**src/rtl/uart_rx_unit_pkg.sv**
```systemverilog
// Shared definitions for the 8N1 receiver and its optional echo transmitter.
// Holds the FSM state encoding, the frame width and the clocks-per-bit helper.
// No logic of its own.
package uart_rx_unit_pkg;

  // Receive FSM encoding, kept as plain constants so older tooling and
  // waveform scripts that decode raw state values keep working.
  localparam logic [2:0] ST_IDLE      = 3'd0;
  localparam logic [2:0] ST_START     = 3'd1;
  localparam logic [2:0] ST_DATA      = 3'd2;
  localparam logic [2:0] ST_STOP      = 3'd3;
  localparam logic [2:0] ST_WAIT_IDLE = 3'd4;

  localparam int FRAME_BITS = 8;

  // Integer division on purpose: the line rate error at 12 MHz / 115200
  // (104 vs 104.17) is well inside the 8N1 tolerance.
  function automatic int clks_per_bit(input int clk_freq, input int baud);
    return clk_freq / baud;
  endfunction

endpackage

```
**src/rtl/uart_rx_unit_tx_echo.sv**
```systemverilog
// One-byte echo buffer plus 8N1 transmit shifter.
// Latency: transmission starts the cycle after a byte is held and synced cts is low.
// Backpressure: busy stays high until the stop bit has fully gone out; loads while busy are dropped.
//
// Ports:
//   clk, reset   system clock, asynchronous active-high reset
//   cts_sync     synchronised clear-to-send, active low
//   load         one-cycle request to capture load_data
//   load_data    byte to echo
//   busy         buffer holds a byte that is not yet fully sent
//   tx           serial output, idle high
module uart_tx_echo
  import uart_rx_unit_pkg::*;
#(
  parameter int CLKS_PER_BIT = 104
) (
  input  logic                  clk,
  input  logic                  reset,
  input  logic                  cts_sync,
  input  logic                  load,
  input  logic [FRAME_BITS-1:0] load_data,
  output logic                  busy,
  output logic                  tx
);

  localparam int CNT_W = $clog2(CLKS_PER_BIT + 1);
  localparam logic [CNT_W-1:0] CNT_BIT_END = CNT_W'(CLKS_PER_BIT - 1);

  logic                  full;
  logic                  sending;
  logic [FRAME_BITS-1:0] hold;
  // Data bits followed by the stop bit; the start bit is driven directly.
  logic [FRAME_BITS:0]   frame;
  // 0 = start bit, 1..8 = data bits, 9 = stop bit.
  logic [3:0]            bit_idx;
  logic [CNT_W-1:0]      cnt;

  always_ff @(posedge clk or posedge reset) begin
    if (reset) begin
      full    <= 1'b0;
      sending <= 1'b0;
      hold    <= '0;
      frame   <= '1;
      bit_idx <= '0;
      cnt     <= '0;
      tx      <= 1'b1;
    end else begin
      if (!full) begin
        if (load) begin
          full <= 1'b1;
          hold <= load_data;
        end
      end else if (!sending) begin
        // cts only gates the start of a frame; a frame in flight always completes.
        if (!cts_sync) begin
          sending <= 1'b1;
          tx      <= 1'b0;
          frame   <= {1'b1, hold};
          bit_idx <= '0;
          cnt     <= '0;
        end
      end else if (cnt == CNT_BIT_END) begin
        cnt <= '0;
        if (bit_idx == 4'd9) begin
          sending <= 1'b0;
          full    <= 1'b0;
          tx      <= 1'b1;
        end else begin
          tx      <= frame[0];
          frame   <= {1'b1, frame[FRAME_BITS:1]};
          bit_idx <= bit_idx + 4'd1;
        end
      end else begin
        cnt <= cnt + CNT_W'(1);
      end
    end
  end

  assign busy = full;

endmodule

```
**src/rtl/uart_rx_unit.sv**
```systemverilog
// 8N1 serial receiver with RTS/CTS; samples rx mid-bit, flags framing errors.
// Latency: data_read loads at the stop-bit sample, valid_byte follows one cycle later.
// Backpressure: none on receive; rts goes high only while the optional echo buffer is occupied.
//
// Ports:
//   clk, reset   system clock, asynchronous active-high reset
//   rx, cts      serial in (idle high), clear-to-send (active low)
//   tx, rts      serial out (idle high), request-to-send (active low)
//   data_read    last correctly framed byte
//   valid_byte   one-cycle strobe, new byte on data_read
//   error        one-cycle strobe, framing error
// Build option: define UART_RX_ECHO_EN to retransmit every received byte on tx.
module uart_rx_unit
  import uart_rx_unit_pkg::*;
#(
  parameter int CLK_FREQ = 12000000,
  parameter int BAUD     = 115200
) (
  input  logic       clk,
  input  logic       reset,
  input  logic       rx,
  input  logic       cts,
  output logic       tx,
  output logic       rts,
  output logic [7:0] data_read,
  output logic       valid_byte,
  output logic       error
);

  localparam int CPB      = clks_per_bit(CLK_FREQ, BAUD);
  localparam int HALF_BIT = CPB / 2;
  localparam int CNT_W    = $clog2(CPB + 1);
  localparam logic [CNT_W-1:0] CNT_BIT_END  = CNT_W'(CPB - 1);
  localparam logic [CNT_W-1:0] CNT_HALF_END = CNT_W'(HALF_BIT - 1);

  // Two-flop synchronisers; both reset to the idle/deasserted level (high).
  logic rx_meta, rx_sync;
  logic cts_meta, cts_sync;

  always_ff @(posedge clk or posedge reset) begin
    if (reset) begin
      rx_meta  <= 1'b1;
      rx_sync  <= 1'b1;
      cts_meta <= 1'b1;
      cts_sync <= 1'b1;
    end else begin
      rx_meta  <= rx;
      rx_sync  <= rx_meta;
      cts_meta <= cts;
      cts_sync <= cts_meta;
    end
  end

  logic [2:0]            state;
  logic [CNT_W-1:0]      cnt;
  logic [2:0]            bit_idx;
  logic [FRAME_BITS-1:0] shreg;
  // Set on the stop-bit sample; delays valid_byte so data_read is already
  // stable on the cycle the strobe rises.
  logic                  byte_done;

  always_ff @(posedge clk or posedge reset) begin
    if (reset) begin
      state      <= ST_IDLE;
      cnt        <= '0;
      bit_idx    <= '0;
      shreg      <= '0;
      data_read  <= '0;
      byte_done  <= 1'b0;
      valid_byte <= 1'b0;
      error      <= 1'b0;
    end else begin
      byte_done  <= 1'b0;
      error      <= 1'b0;
      valid_byte <= byte_done;

      case (state)
        ST_IDLE: begin
          if (!rx_sync) begin
            state <= ST_START;
            cnt   <= '0;
          end
        end

        ST_START: begin
          if (cnt == CNT_HALF_END) begin
            cnt     <= '0;
            bit_idx <= '0;
            // Line back high at mid start bit: a glitch, drop it silently.
            state   <= rx_sync ? ST_IDLE : ST_DATA;
          end else begin
            cnt <= cnt + CNT_W'(1);
          end
        end

        ST_DATA: begin
          if (cnt == CNT_BIT_END) begin
            cnt     <= '0;
            // LSB arrives first, so shift in from the top.
            shreg   <= {rx_sync, shreg[FRAME_BITS-1:1]};
            bit_idx <= bit_idx + 3'd1;
            if (bit_idx == 3'd7) begin
              state <= ST_STOP;
            end
          end else begin
            cnt <= cnt + CNT_W'(1);
          end
        end

        ST_STOP: begin
          if (cnt == CNT_BIT_END) begin
            cnt <= '0;
            if (rx_sync) begin
              data_read <= shreg;
              byte_done <= 1'b1;
              // Straight back to IDLE at mid stop bit, so a start bit that
              // follows the stop bit immediately is still caught.
              state     <= ST_IDLE;
            end else begin
              error <= 1'b1;
              state <= ST_WAIT_IDLE;
            end
          end else begin
            cnt <= cnt + CNT_W'(1);
          end
        end

        ST_WAIT_IDLE: begin
          // Held-low line (break) must return high before a new frame.
          if (rx_sync) begin
            state <= ST_IDLE;
          end
        end

        default: state <= ST_IDLE;
      endcase
    end
  end

`ifdef UART_RX_ECHO_EN
  logic echo_busy;

  // Loaded on valid_byte, when data_read is guaranteed settled.
  uart_tx_echo #(
    .CLKS_PER_BIT (CPB)
  ) u_tx_echo (
    .clk       (clk),
    .reset     (reset),
    .cts_sync  (cts_sync),
    .load      (valid_byte),
    .load_data (data_read),
    .busy      (echo_busy),
    .tx        (tx)
  );

  always_ff @(posedge clk or posedge reset) begin
    if (reset) begin
      rts <= 1'b1;
    end else begin
      rts <= echo_busy;
    end
  end
`else
  // Without the echo path cts has no consumer; keep it visibly terminated.
  logic unused_cts;
  assign unused_cts = cts_sync;

  assign tx = 1'b1;

  always_ff @(posedge clk or posedge reset) begin
    if (reset) begin
      rts <= 1'b1;
    end else begin
      rts <= 1'b0;
    end
  end
`endif

endmodule

```
**config.mk**
```make
export PLATFORM = sky130hd
export DESIGN_NAME = uart_rx_unit
export DESIGN_NICKNAME = d
export VERILOG_FILES = /design/src/rtl/uart_rx_unit_pkg.sv /design/src/rtl/uart_rx_unit_tx_echo.sv /design/src/rtl/uart_rx_unit.sv
export SDC_FILE = /design/constraint.sdc
export NUM_CORES = 1
export LEC_CHECK = 0
export BUFFER_PORTS_ARGS = -buffer_cell sky130_fd_sc_hd__buf_2
export CAP_MARGIN = 20
export CORE_ASPECT_RATIO = 0.6
export CORE_MARGIN = 1
export CORE_UTILIZATION = 35
export CTS_CLUSTER_DIAMETER = 120
export DETAILED_ROUTE_END_ITERATION = 8
export GPL_TIMING_DRIVEN = 1
export PLACE_DENSITY = 0.49
export SLEW_MARGIN = 20
export SYNTH_ARGS = -nofsm -noshare
export SYNTH_HDL_FRONTEND = slang
export SYNTH_SLANG_ARGS = --single-unit
```
**constraint.sdc**
```tcl
create_clock -name clk -period 4.3 [get_ports clk]
set_clock_uncertainty 0.15 [all_clocks]
set_input_delay 0.43 -clock clk [delete_from_list [all_inputs] [get_ports clk]]
set_output_delay 0.43 -clock clk [all_outputs]
set_load 0.03 [all_outputs]
```
Yosys cells after proc, flatten, opt, wreduce, memory -nomap -nowiden --
Cells that the tools add are included.
Storage, ports and cells: bits in registers 35, input port bits 4, output and inout bits 12, logic and storage cells 57
Cells by class: add/sub/neg operators 2, equal/unequal tests 13, multiplexer cells 22, reduce and logical (&&, ||, !) cells 9
Operators with widths (count):
- $mux W3 | 9
- $mux W7 | 3
- $pmux W7 S3 | 1
- $pmux W3 S5 | 1
- $ne A2 B2 Y1 const B | 6
- $add A7 B1 Y7 const B | 1
- $eq A7 B6 Y1 const B | 1
- $eq A7 B7 Y1 const B | 1
- $eq A3 B2 Y1 const B | 2
- $eq A3 B3 Y1 const B | 2
- $mux W1 | 6
- $pmux W3 S2 | 1
- $reduce_and A3 Y1 | 2
- $reduce_and A6 Y1 | 1
- $reduce_and A2 Y1 | 2
- $add A3 B1 Y3 const B | 1
- $eq A3 B1 Y1 const B | 1
- $logic_not A3 Y1 | 1
- $reduce_bool A3 Y1 | 1
- $mux W2 | 1
- $reduce_bool A2 Y1 | 1
- $reduce_or A2 Y1 | 1

Depth between registers and ports, before layout --
depth in word-level cells 4, depth in mapped cells 5, depth with buffers taken out 5

Least setup slack after synthesis --
No wires, ideal clock.
kind reg2reg, start reg cnt[0], end reg data_read[0], library setup time 0.125 ns, arrival time 1.498 ns, required time 4.025 ns, slack 2.527 ns, cell stages (with the launch flop) 6, clock period less this slack 1.773 ns, path through dfrtp_1 > ha_1 > and3b_2 > and3_4 > nand4_4 > mux2_2
On the way: cells in the longest elaborated chain, start to end 2
RTL lines:
- start: declaration | line uart_rx_unit.sv:55 | logic [CNT_W-1:0] cnt;
- start signal: assignment | line uart_rx_unit.sv:92 | cnt <= cnt + CNT_W'(1);
- start signal: assignment | line uart_rx_unit.sv:106 | cnt <= cnt + CNT_W'(1);
- start signal: assignment | line uart_rx_unit.sv:124 | cnt <= cnt + CNT_W'(1);
- $eq A7 B7 Y1 | line uart_rx_unit.sv:111 | if (cnt == CNT_BIT_END) begin
- $reduce_and A3 Y1 (no line)
- end signal: assignment | line uart_rx_unit.sv:114 | data_read <= shreg;
- end: declaration | line uart_rx_unit.sv:25 | output logic [7:0] data_read,
No other way between the ends. A chain may end at the register's enable or synchronous reset.

Worst setup path after layout --
start reg state[1], end reg shreg[5]
On the way: cells in the longest elaborated chain, start to end 2
RTL lines:
- start: declaration | line uart_rx_unit.sv:54 | logic [2:0] state;
- start signal: assignment | line uart_rx_unit.sv:90 | state <= rx_sync ? ST_IDLE : ST_DATA;
- $eq A3 B2 Y1 | line uart_rx_unit.sv:77 | case (state)
- $reduce_and A2 Y1 (no line)
- end signal: assignment | line uart_rx_unit.sv:100 | shreg <= {rx_sync, shreg[FRAME_BITS-1:1]};
- end: declaration | line uart_rx_unit.sv:57 | logic [FRAME_BITS-1:0] shreg;
No other way between the ends.

==> flow_summary.ini <==
[run_status]
status = finished clean

[sta]
setup_viol = 0
maxSlewHeadroom_pct = 41.74
fmax_mhz = 454.9
fin_tns_setup_ps = 0
hold_violations = 0
rsz0062_at_grt = false
min_period_ps = 2198
holdWs_ps = 88.23
worst_pin_slew_ps = 869.1
fin_crit_sh_pct = 51.12
drv_slew = 0

[floorplan]
core_area_um2 = 4212
die_w_um = 88.75
start_util_pct = 37.52
die_area_um2 = 4797
rows = 18
io_pins = 16
die_h_um = 54.05

[setup_path]
cp.depth = 3
crit_required_ps = 4320
critPathBufInv = 0
crit_arrival_ps = 2210
r2r.worst_path.cells = 3
cp_slowest_cell = nor3_2
end_kind = flop
path_cells = nand4bb_1 -> nor3_2 -> mux2_2
critPathMaxFanout = 12
startpoint_type = flop
slowest_delay_ps = 700
worstSetupPathType = flop to flop
crit_family = simple AND/OR/NAND/NOR gates

[grt]
antenna_found_initial = 0
grt_first_pass_wirelength_um = 4464
grt_max_degree = 36
grt.overflow.total = 0
grt_pass1_vias = 909
grt_usage_pct = 13.29

[detailed_routing]
drcViolationCount = 0
viasPerCell = 4.770
drtAntennaViolNets = 0
dr.pass1.iters = 4
drt_iter0_drc = 40
vias = 954
wl_per_cell_um = 13.47
drt-total-wl_um = 2694

[cells_and_area]
final_common_cell = dfrtp_1
n_antenna_cell = 0
layout-drive-gt1-share_pct = 33.57
multi_input_area_um2 = 649.4
area_growth_pct = 13.38
stdcell_count = 200
fin_nets = 147
seqCellArea_um2 = 879.6
final_cell_mix = dfrtp_1, mux2_2, buf_2
final_core_util_pct = 42.54
fillCellCount = 410

[clock_tree]
cts_made_buffers = 5
postCtsHoldBufs = 0
cts_tree = built
post_cts_buffers = 0
clock_latency_ps = 280
cts.sinks = 35
clk_path_buf_depth = 2
root_buffer = clkbuf_8
cts.clk_slew.worst_paths_ps = 70
htreeDepth = 2
ctsResizeCount = 0

[flow_run]
maxCapViolations = 0

[synth]
synth_nets = 132
synth.distinct_cells = 37
syn_avg_cell_area_um2 = 12.74
yosysSeqAreaShare_pct = 55.66
ys.warnings.count = 0
ys_ff_latch = 35
syn-instance-count = 124
syn_area_um2 = 1580

[placed_design]
dp_hpwl_um = 1903
gp_congestion = 0.7234
dp_cells = 192
portBuffers = 13

[power]
total_power_mw = 0.6037
power_density_nw_per_um2 = 336.9
peakVddDrop_uv = 175.8
total_leakage_power_nw = 0.8663

[min_path]
worstHoldPathType = primary input to async pin
-- cell families after synthesis --
| family | Yosys count | share of synthesized area, % |
|---|---|---|
| AO/OA/AOI/OAI | 13 | 6.730 |
| XOR/XNOR | 5 | 2.771 |
| adder cells (fa/ha/maj) | 4 | 3.167 |
| buffers and inverters | 9 | 3.246 |
| flip-flops | 35 | 55.66 |
| multiplexers | 16 | 11.40 |
| other | 2 | 0.4752 |
| AND/OR/NAND/NOR | 40 | 16.55 |
-- routing by layer --
| metal | track usage (%) | vias to the layer above | routed length, um |
|---|---|---|---|
| met5 | 0 | - | 0 |
| met4 | 4.032 | 0 | 10 |
| met3 | 5.982 | 2 | 110 |
| met2 | 18.08 | 18 | 1067 |
| met1 | 18.67 | 470 | 1505 |
| li1 | - | 464 | - |
-- Yosys cell counts, drive strengths merged --
cell / instances / area [um2]
or3: 1 / 6.260
a221oi: 1 / 15.01
nand4: 1 / 21.27
o22a: 1 / 8.760
nand2: 5 / 18.77
and3: 1 / 11.26
inv: 3 / 11.26
nor3b: 2 / 20.02
or2b: 1 / 7.510
mux2: 16 / 180.2
o21ai: 1 / 5.000
nand4bb: 1 / 11.26
nor2: 12 / 45.04
dfstp: 3 / 78.83
a32o: 1 / 10.01
o22ai: 1 / 6.260
buf: 6 / 40.04
conb: 2 / 7.510
or2: 1 / 6.260
nand4b: 2 / 17.52
a22o: 5 / 43.79
a22oi: 1 / 7.510
xnor2: 5 / 43.79
nor2b: 2 / 12.51
dfrtp: 32 / 800.8
and4: 2 / 17.52
nor4: 1 / 12.51
ha: 4 / 50.05
nor3: 3 / 20.02
and3b: 2 / 18.77
nand3: 3 / 15.01
a21oi: 2 / 10.01
-- path summary, 6_finish.rpt --
path,slack [ps],to,from
min in group clk,100,rx_meta,rx
setup / recovery,2100,shreg[5],state[1]
hold reg to reg,210,rx_sync,rx_meta
hold / removal,90,data_read[7],reset
setup reg to reg,2100,shreg[5],state[1]
max in group asynchronous,3570,rx_meta,reset
-- flip-flops by register name (all words and copies together) (netlist names) --
register	count
shreg	8
byte_done	1
cnt	7
error	1
bit_idx	3
valid_byte	1
rx_sync	1
data_read	8
rts	1
state	3
rx_meta	1
-- cell type report --
| cell class | instances | share of cell area [%] |
|---|---|---|
| inverters | 3 | 0.6285 |
| flip-flops and latches | 35 | 49.09 |
| multi-input cells | 80 | 36.24 |
| repair buffers | 14 | 4.050 |
| clock buffers | 7 | 5.377 |
| clock inverters | 1 | 0.4190 |
| well taps | 60 | 4.190 |
-- report_power, final --
part	leakage [nW]	total (mW)	switching (mW)	internal, mW
combinational	0.352	0.0112	0.00901	0.00220
sequential	0.464	0.333	0.00165	0.332
clock	0.0505	0.259	0.113	0.146
-- worst min-delay path, stage by stage --
cell,delay [ps]
buf_2,100
inv_1,40
buf_4,380
-- metrics by stage --
step	cell area, um2	setup slack, ps
2_1_floorplan	1580	2527
3_3_place_gp	1688	2161
3_5_place_dp	1688	2088
4_1_cts	1792	2069
5_1_grt	1792	1960
6_report	1792	2102
(Power assumes the default switching activity.)
